<file path="src/rtl/mdu_ctrl.sv">
// Execute-stage sequencer for the shared RV64 multiply/divide unit.
// Optional macro MDU_CTRL_BYPASS_EN resolves trivial div/rem/mul cases at accept time.
module mdu_ctrl #(
    parameter int unsigned XLEN  = 64,
    parameter int unsigned TAG_W = 5
) (
    input  logic             clock,
    input  logic             reset,
    input  logic             flush,
    input  logic             in_valid,
    output logic             in_ready,
    input  logic [2:0]       in_funct3,
    input  logic [XLEN-1:0]  in_src1,
    input  logic [XLEN-1:0]  in_src2,
    input  logic [TAG_W-1:0] in_tag,
    output logic             out_valid,
    input  logic             out_ready,
    output logic [XLEN-1:0]  out_result,
    output logic [TAG_W-1:0] out_tag,
    output logic             mdu_mul,
    output logic             mdu_mulh,
    output logic             mdu_mulhu,
    output logic             mdu_mulhsu,
    output logic             mdu_div,
    output logic             mdu_divu,
    output logic             mdu_rem,
    output logic             mdu_remu,
    output logic [XLEN-1:0]  mdu_src1,
    output logic [XLEN-1:0]  mdu_src2,
    output logic             mdu_flush,
    input  logic [XLEN-1:0]  mdu_result,
    input  logic             mdu_ready
);

    localparam int unsigned NUM_OPS = 8;

    typedef enum logic [1:0] {
        S_IDLE = 2'd0,
        S_BUSY = 2'd1,
        S_DONE = 2'd2
    } state_e;

    state_e             state_q, state_d;
    logic [2:0]         funct3_q, funct3_d;
    logic [XLEN-1:0]    src1_q, src1_d;
    logic [XLEN-1:0]    src2_q, src2_d;
    logic [TAG_W-1:0]   tag_q, tag_d;
    logic [XLEN-1:0]    res_q, res_d;
    logic [TAG_W-1:0]   res_tag_q, res_tag_d;
    logic [NUM_OPS-1:0] op_q, op_d;
    logic               out_valid_q, out_valid_d;

    logic               accept_c;
    logic               byp_hit_c;
    logic [XLEN-1:0]    byp_val_c;

    assign in_ready = !flush && ((state_q == S_IDLE) || ((state_q == S_DONE) && out_ready));
    assign accept_c = in_valid && in_ready;

`ifdef MDU_CTRL_BYPASS_EN
    // Results known from the operands alone: divide by zero, signed overflow, multiply by zero.
    logic [XLEN-1:0] min_signed_c;
    logic            src1_zero_c, src2_zero_c, ovf_c;

    always_comb begin
        min_signed_c = {1'b1, {(XLEN-1){1'b0}}};
        src1_zero_c  = (in_src1 == '0);
        src2_zero_c  = (in_src2 == '0);
        ovf_c        = (in_src1 == min_signed_c) && (in_src2 == '1);
        byp_hit_c    = 1'b0;
        byp_val_c    = '0;
        case (in_funct3)
            3'd4: begin
                if (src2_zero_c) begin
                    byp_hit_c = 1'b1;
                    byp_val_c = '1;
                end else if (ovf_c) begin
                    byp_hit_c = 1'b1;
                    byp_val_c = in_src1;
                end
            end
            3'd5: begin
                if (src2_zero_c) begin
                    byp_hit_c = 1'b1;
                    byp_val_c = '1;
                end
            end
            3'd6: begin
                if (src2_zero_c) begin
                    byp_hit_c = 1'b1;
                    byp_val_c = in_src1;
                end else if (ovf_c) begin
                    byp_hit_c = 1'b1;
                    byp_val_c = '0;
                end
            end
            3'd7: begin
                if (src2_zero_c) begin
                    byp_hit_c = 1'b1;
                    byp_val_c = in_src1;
                end
            end
            default: begin
                if (src1_zero_c || src2_zero_c) begin
                    byp_hit_c = 1'b1;
                    byp_val_c = '0;
                end
            end
        endcase
    end
`else
    assign byp_hit_c = 1'b0;
    assign byp_val_c = '0;
`endif

    // Next-state, operand latch and result capture; flush overrides everything.
    always_comb begin
        state_d   = state_q;
        funct3_d  = funct3_q;
        src1_d    = src1_q;
        src2_d    = src2_q;
        tag_d     = tag_q;
        res_d     = res_q;
        res_tag_d = res_tag_q;

        case (state_q)
            S_IDLE: ;
            S_BUSY: begin
                if (mdu_ready) begin
                    state_d   = S_DONE;
                    res_d     = mdu_result;
                    res_tag_d = tag_q;
                end
            end
            S_DONE: begin
                if (out_ready) state_d = S_IDLE;
            end
            default: state_d = S_IDLE;
        endcase

        if (accept_c) begin
            funct3_d = in_funct3;
            src1_d   = in_src1;
            src2_d   = in_src2;
            tag_d    = in_tag;
            if (byp_hit_c) begin
                state_d   = S_DONE;
                res_d     = byp_val_c;
                res_tag_d = in_tag;
            end else begin
                state_d = S_BUSY;
            end
        end

        if (flush) state_d = S_IDLE;

        out_valid_d = (state_d == S_DONE);
        op_d        = (state_d == S_BUSY) ? (8'b1 << funct3_d) : '0;
    end

    always_ff @(posedge clock) begin
        if (reset) begin
            state_q     <= S_IDLE;
            funct3_q    <= '0;
            src1_q      <= '0;
            src2_q      <= '0;
            tag_q       <= '0;
            res_q       <= '0;
            res_tag_q   <= '0;
            op_q        <= '0;
            out_valid_q <= 1'b0;
        end else begin
            state_q     <= state_d;
            funct3_q    <= funct3_d;
            src1_q      <= src1_d;
            src2_q      <= src2_d;
            tag_q       <= tag_d;
            res_q       <= res_d;
            res_tag_q   <= res_tag_d;
            op_q        <= op_d;
            out_valid_q <= out_valid_d;
        end
    end

    assign out_valid  = out_valid_q;
    assign out_result = res_q;
    assign out_tag    = res_tag_q;
    assign mdu_src1   = src1_q;
    assign mdu_src2   = src2_q;
    assign mdu_flush  = flush;

    // Line index equals funct3.
    assign mdu_mul    = op_q[0];
    assign mdu_mulh   = op_q[1];
    assign mdu_mulhsu = op_q[2];
    assign mdu_mulhu  = op_q[3];
    assign mdu_div    = op_q[4];
    assign mdu_divu   = op_q[5];
    assign mdu_rem    = op_q[6];
    assign mdu_remu   = op_q[7];

endmodule

</file>
<file path="config.mk">
export PLATFORM = sky130hd
export DESIGN_NAME = mdu_ctrl
export DESIGN_NICKNAME = d
export VERILOG_FILES = /design/src/rtl/mdu_ctrl.sv
export SDC_FILE = /design/constraint.sdc
export NUM_CORES = 1
export LEC_CHECK = 0
export ABC_AREA = 1
export ABC_CLOCK_PERIOD_IN_PS = 1300
export BUFFER_PORTS_ARGS = -buffer_cell sky130_fd_sc_hd__clkbuf_2
export CAP_MARGIN = 5
export CELL_PAD_IN_SITES_DETAIL_PLACEMENT = 1
export CELL_PAD_IN_SITES_GLOBAL_PLACEMENT = 1
export CORE_ASPECT_RATIO = 0.6
export CORE_MARGIN = 2
export CORE_UTILIZATION = 29
export DETAILED_ROUTE_END_ITERATION = 10
export PLACE_DENSITY_LB_ADDON = 0.1
export SKIP_CTS_REPAIR_TIMING = 1
export SLEW_MARGIN = 0
export SYNTH_ARGS = -nofsm -noshare
export SYNTH_HDL_FRONTEND = slang
export SYNTH_SLANG_ARGS = --single-unit
</file>
<file path="constraint.sdc">
create_clock -name clock -period 1.3 [get_ports clock]
set_clock_uncertainty 0.15 [all_clocks]
set_input_delay 0.13 -clock clock [delete_from_list [all_inputs] [get_ports clock]]
set_output_delay 0.13 -clock clock [all_outputs]
set_load 0.05 [all_outputs]
</file>
==> results of run 1 <==
## cells in the final DEF, fill, tap and decap left out, drive strengths merged, types with 14 or more instances in the layout
| cell type | count |
|---|---|
| a21oi | 203 |
| buf | 197 |
| clkbuf | 331 |
| dfxtp | 216 |
| dlygate4sd3 | 202 |
| inv | 78 |
| nand2 | 145 |
| nand3 | 138 |
| nor2 | 14 |
| o21ai | 73 |
## layer usage
metal / vias up / routed length (µm) / global-route usage [%]
met3: 51 / 2150 / 6.85
met4: 0 / 746 / 4.55
met5: - / 0 / 0
met2: 234 / 18600 / 30.2
met1: 4450 / 15800 / 24.4
li1: 4453 / - / -
## logic make-up (layout without fill, tap and decap cells)
group | after synthesis | count (layout) | synth area share [%]
compound gates | 276 | 276 | 19.2
buf+inv | 161 | 821 | 9.28
flops | 216 | 216 | 51.8
simple gates | 303 | 304 | 19.7
## worst paths after layout
| check | to | slack, ps |
|---|---|---|
| max reg2reg | mdu_src2[63]$_SDFFE_PP0N_ | -390 |
| min | funct3_q[0]$_SDFF_PP0_ | -110 |
| max | in_ready | -410 |
| min reg2reg | out_result[23]$_SDFFE_PP0P_ | 290 |
## state kept, by name, indices dropped and copies added, names as in the netlist
register / count
mdu_src1: 64
mdu_src2: 64
out_result: 64
op_q: 8
out_tag: 5
tag_q: 5
funct3_q: 3
state_q: 2
out_valid: 1
## metrics by stage
step / utilization (%) / setup WS [ps]
floorplan: - / -31.9
global placement: 38.8 / -131
detailed placement: 38.8 / -167
CTS: 42.0 / -699
global route: 55.7 / -491
finish: 55.7 / -409
## worst min-delay path: cells and delay by family
kind	cells	cell delay [ps]
and+or+nand+nor	2	200
AOI/OAI and AO/OA	1	70
buffers and inverters	1	120
## cell type report
class	count	share of cell area [%]
Clock inverter	13	1.37
Timing Repair Buffer	699	39.8
Inverter	78	1.84
Multi-Input combinational cell	580	21.5
Sequential cell	216	28.1
Clock buffer	31	4.33
Tap cell	375	2.95
## power breakdown
part           leakage [µW]  switching, µW  internal, µW
Sequential          0.00181            194          6900
Combinational       0.00441           2060          1630
Clock              0.000448           2940          4920
Total               0.00667           5200         13500
==> run summary, run 1 <==
In the final layout, the multi-input gates occupy 3420 µm². The sequential share of the synthesized area is 51.8%. The cell type contributing the most total cell area after synthesis is sky130_fd_sc_hd__dfxtp_1.

The slowest stage of the critical path is the sky130_fd_sc_hd__dfxtp_2 cell. The startpoint of the lowest-slack register-to-register path is state_q[0]$_SDFF_PP0_. The hold violation count in the final report is 19.

In this run the power density over the cells is 1170 nW/µm². By area the synthesized netlist is led by sky130_fd_sc_hd__dfxtp_1 52%, sky130_fd_sc_hd__a21oi_1 8.6%, sky130_fd_sc_hd__nand3_2 7.3%. TritonCTS built the clock tree. The worst pin sits at a relative slew slack of 60.6%. The checks that failed: negative hold slack, negative setup slack. The placed instances occupy a cell area of 11100 µm². The DRC violations left is 0. The critical path endpoint category is an output port. The kind of start point of the critical path is a flop. The initial utilization of the core area, before any placement, comes to 29.3%. The post-route worst hold slack came out at -109 ps. The count of routing violations after the opening detailed-route iteration came out at 343. The required time at the worst-slack endpoint came out at 1020 ps. Adding up every negative setup slack in the final design gives -48590 ps. The HPWL after detailed placement came out at 21600 µm. The area overhead of the layout relative to synthesis is 90.5%. The worst register-to-register path has a depth of 7. The count of maximum capacitance violations is 0. The signal on the critical path passes through nor2_4 > and2_4 > buf_12 > buf_12. The number of global-route vias before repair is 8065. The total number of vias came out at 9188.

Once placement completed, the tool counted placed cells totaling 1704. The number of distinct library cell variants in the gate-level netlist after synthesis came out at 22. The pin count of the biggest net entering global routing came out at 94. VDD sags by at most 0.000653 V. The maximum net fanout on the critical path is 4. The final standard cell count with taps included and fillers excluded is 1992. Measured along the x axis, the die boundary spans 223 µm. The count of yosys warnings during synthesis came out at 0. The top flip-flop cell by instance count after synthesis is sky130_fd_sc_hd__dfxtp_1. The via count normalized by instance count is 4.61. The clock root buffer is sky130_fd_sc_hd__clkbuf_16. The number of buffer and inverter stages on the critical path is 2. The flow ran to the end, but the final reports show violations. The clock-pin slew on the worst setup and hold paths is 60 ps. The launch point of the worst hold path is in_valid. The synthesized area per cell came out at 8.73 µm². The die extent in y came out at 135 µm. The storage element area is 4470 µm².

The cell row count came out at 48. Fill cells in the final layout number 3240. The number of buffers on the longest clock path came out at 3. In this run the tool buffered the top-level ports with 413 buffer cells.

The transition time at the pin with the least slew margin came out at 590 ps. The clock latency reported for the late side of the worst-skew pair is 520 ps. The number of instances in the synthesized netlist came out at 956. The area fraction of the dominant cell type after synthesis came out at 51.8%.

In this run the number of cells on the critical path is 4. Summed over all cells, the static leakage comes to 0.00667 µW. Yosys instantiated no cell more often than sky130_fd_sc_hd__dfxtp_1. The setup violation total in the final timing report is 340.

The first TritonRoute pass finished after 4 iterations. The ratio of cells with drive above 1 in the final layout came out at 50.2%. The count of flip-flops with a built-in enable after synthesis came out at 0. The endpoint arrival time on the critical path is 1430 ps.

The cell area that synthesis handed to floorplanning was 8350 µm². The repair_antennas step left the layout with diodes totalling 0. The global-route total usage across every layer came out at 18.9%.

Setup repair after global routing could not meet its margin everywhere. The first global-routing pass estimated 45600 µm of wire. The routed design has 37200 µm of wire. The cell with the most instances on the worst path is sky130_fd_sc_hd__buf_12. In this run, synthesis produced a sequential element count of 216. By startpoint and endpoint, the worst setup path is classified as reg -> out.

The most critical setup path has its startpoint at state_q[0]$_SDFF_PP0_. The period utilization is 131%. The total design power is 18600 µW. The initial antenna violation count was 0. The count of nets left with antenna violations once routing finished came out at 0. The number of levels the H-tree was split into came out at 1. Clock tree synthesis inserted a total of 24 buffers. The commonest cells after synthesis are 216 x sky130_fd_sc_hd__dfxtp_1, 145 x sky130_fd_sc_hd__nand2_1, 143 x sky130_fd_sc_hd__a21oi_1, 77 x sky130_fd_sc_hd__inv_1, 76 x sky130_fd_sc_hd__nand3_1. Summed over all layers, the global routing overflow is 0.

The average wire per cell in the routed design came out at 18.7 µm. The fraction of registers with async set or reset after synthesis came out at 0%. The post-route cell area is 15900 µm². The number of max-slew violations in the final report came out at 0.

The total area inside the core boundary comes to 28500 µm². The post-synthesis net count is 1162. The cell count of the worst hold path came out at 4. The worst path in the final design needs a cycle of 1710 ps, including I/O delays and setup. The final net count is 1805.

The kind of cell with the highest combined delay on the critical path is flip-flops. The maximum achievable frequency came out at 585 MHz. The highest cell delay on the worst timing path came out at 340 ps. The routability congestion estimate from global placement is 0.744. For this design the top-level I/O count stands at 414.

The die covers 30200 µm². The tightest min-delay check is of the in -> reg type. The clock sink count came out at 216. The post-route worst setup slack is -409 ps.
No activity file was read; power rests on OpenSTA's default activity.
==> run 2, diff against run 1 <==
--- a/config.mk
+++ b/config.mk
@@ -16,6 +16,7 @@
 export CORE_UTILIZATION = 29
 export DETAILED_ROUTE_END_ITERATION = 10
 export PLACE_DENSITY_LB_ADDON = 0.1
+export RECOVER_POWER = 50
 export SKIP_CTS_REPAIR_TIMING = 1
 export SLEW_MARGIN = 0
 export SYNTH_ARGS = -nofsm -noshare
==> run summary, run 2 (same netlist as run 1, synthesis figures left out) <==
The total clock buffers created by CTS came out at 24 (unchanged). The ratio of cells with drive above 1 in the final layout came out at 50.1% (-0.062 points). The global-route wire length before repair is 45600 µm (unchanged).

The number of buffers on the longest clock path is 3 (unchanged). Setup repair after global routing could not meet its margin everywhere. The critical path endpoint category is an output port.

The DRC violations left is 0 (unchanged). The die area was 30200 µm² (unchanged). The total wire length after detailed routing came out at 37200 µm (unchanged). The total number of vias is 9185 (-0.033%).

The accumulated negative setup slack came out at -49200 ps (-615 ps). The core box area is 28500 µm² (unchanged). The reported leakage power came out at 0.00666 µW (about the same). The category of the most critical setup path is reg -> out.

The number of search-and-repair iterations in the first detailed-routing pass is 4 (unchanged). The run finished, with violations left. The register-to-register setup slack came to -400 ps (about the same). In the layout the commonest cells are 290 x sky130_fd_sc_hd__clkbuf_2, 202 x sky130_fd_sc_hd__dlygate4sd3_1, 142 x sky130_fd_sc_hd__nand2_1. The kind of start point of the critical path is a flop. The global-route total usage across every layer is 18.9% (unchanged). The area overhead of the layout relative to synthesis was 90.4% (about the same). The path depth of the worst reg2reg path is 7 (unchanged). The cell row count came out at 48 (unchanged). The number of nets with antenna violations after routing is 0 (unchanged).

The final net count came to 1805 (unchanged). The initial cell density of the core is 29.3% (unchanged). The via count normalized by instance count is 4.61 (about the same). The maximum vdd ir drop is 0.000650 V (-0.41%).

The period utilization came out at 131% (about the same). The most common cell after layout, fill and taps aside is sky130_fd_sc_hd__clkbuf_2. The routability congestion estimate from global placement is 0.744 (unchanged).

The number of top-level pins was 414 (unchanged). The number of levels the H-tree was split into came out at 1 (unchanged). The required time at the worst-slack endpoint came out at 1020 ps (about the same). The clock sink count came out at 216 (unchanged).

The post-route worst hold slack is -109 ps (+0.118 ps). The path with the worst hold slack has its endpoint at funct3_q[0]$_SDFF_PP0_. The maximum achievable frequency came to 585 MHz (about the same).

The HPWL after detailed placement came out at 21600 µm (unchanged). The power density normalized to cell area is 1170 nW/µm² (about the same). The clock-pin slew on the worst setup and hold paths came to 60 ps (about the same).

The setup violation total in the final timing report is 340 (unchanged). TritonCTS built the clock tree. The number of global-route vias before repair came out at 8065 (unchanged). The endpoint arrival time on the critical path came out at 1430 ps (about the same). The worst hold path begins at in_valid. The clock latency reported for the late side of the worst-skew pair is 520 ps (about the same). The normalized max-slew margin was 55.3% (-5.3 points). In this run the critical register-to-register path is captured at mdu_src2[63]$_SDFFE_PP0N_. The count of inserted antenna diode cells was 0 (unchanged). The cell count of the worst hold path is 4 (unchanged).

The maximum net fanout on the critical path is 4 (unchanged). The initial antenna violation count came out at 0 (unchanged). The cell count after placement is 1704 (unchanged). The final standard cell count with taps included and fillers excluded is 1992 (unchanged). The average wire per cell in the routed design is 18.7 µm (unchanged).

The die extent in y is 135 µm (unchanged). The number of max-slew violations in the final report is 0 (unchanged). The number of buffers inserted by port buffering is 413 (unchanged). The final reports fail on negative hold slack, negative setup slack. The count of routing violations after the opening detailed-route iteration is 338 (-1.5%).

The overall overflow remaining after global route is 0 (unchanged). The pin count of the biggest net entering global routing came out at 94 (unchanged). The count of maximum capacitance violations is 0 (unchanged).

The clock period minus final worst setup slack is 1710 ps (-0.246 ps). The post-route cell area came out at 15900 µm² (about the same). The standard cell area after detailed placement came to 11100 µm² (unchanged).

CTS placed an instance of sky130_fd_sc_hd__clkbuf_16 at the clock tree root. The transition time at the pin with the least slew margin came out at 673 ps (+82.8 ps). The worst register-to-register path begins at state_q[0]$_SDFF_PP0_.

The width of the die is 223 µm (unchanged). The class of the most critical hold timing path is in -> reg. The post-route worst setup slack is -409 ps (+0.246 ps). The hold violation count in the final report came out at 20 (+1).
## run 2: per-stage QoR
stage | setup WS, ps | utilization, % | power, µW
6_report | -409 | 55.7 | 18700
5_1_grt | -491 | 55.7 | 19300
4_1_cts | -699 | 42.0 | 17700
3_5_place_dp | -167 | 38.8 | 9780
3_3_place_gp | -131 | 38.8 | 9760
2_1_floorplan | -31.9 | - | 8830
## run 2: report_power, final
group	internal, µW	switching, µW	total [µW]
registers	6900	194	7100
clock network	4920	2950	7870
logic	1620	2060	3680
## run 2: worst max-delay path by stage
stage                               start                        end  cells past startpoint
floorplan           state_q[0]$_SDFF_PP0_   mdu_src1[0]$_SDFFE_PP0N_                      7
global placement    state_q[0]$_SDFF_PP0_  mdu_src1[46]$_SDFFE_PP0N_                      6
detailed placement  state_q[0]$_SDFF_PP0_  mdu_src2[63]$_SDFFE_PP0N_                      6
CTS                 state_q[0]$_SDFF_PP0_                   in_ready                      4
global route        state_q[0]$_SDFF_PP0_  mdu_src1[54]$_SDFFE_PP0N_                      7
finish              state_q[0]$_SDFF_PP0_                   in_ready                      4
## run 2: layout make-up
type	count	area, µm²
tap	375	469
sequential	216	4470
clock inverter	13	218
clock buffer	31	688
fill	3241	12600
multi-input combinational	580	3420
inverter	78	293
timing repair buffer	699	6330
## run 2: layer usage
metal	vias to the layer above	global-route usage [%]	routed length (µm)
met2	234	30.2	18500
li1	4456	-	-
met5	-	0	0
met3	50	6.85	2150
met1	4445	24.4	15800
met4	0	4.55	744
## run 2: worst max-delay path, cell delays in order, from the launching register on
cell and delay [ps]:
sky130_fd_sc_hd__dfxtp_2 340, sky130_fd_sc_hd__nor2_4 140, sky130_fd_sc_hd__and2_4 190, sky130_fd_sc_hd__buf_12 110
sky130_fd_sc_hd__buf_12 130
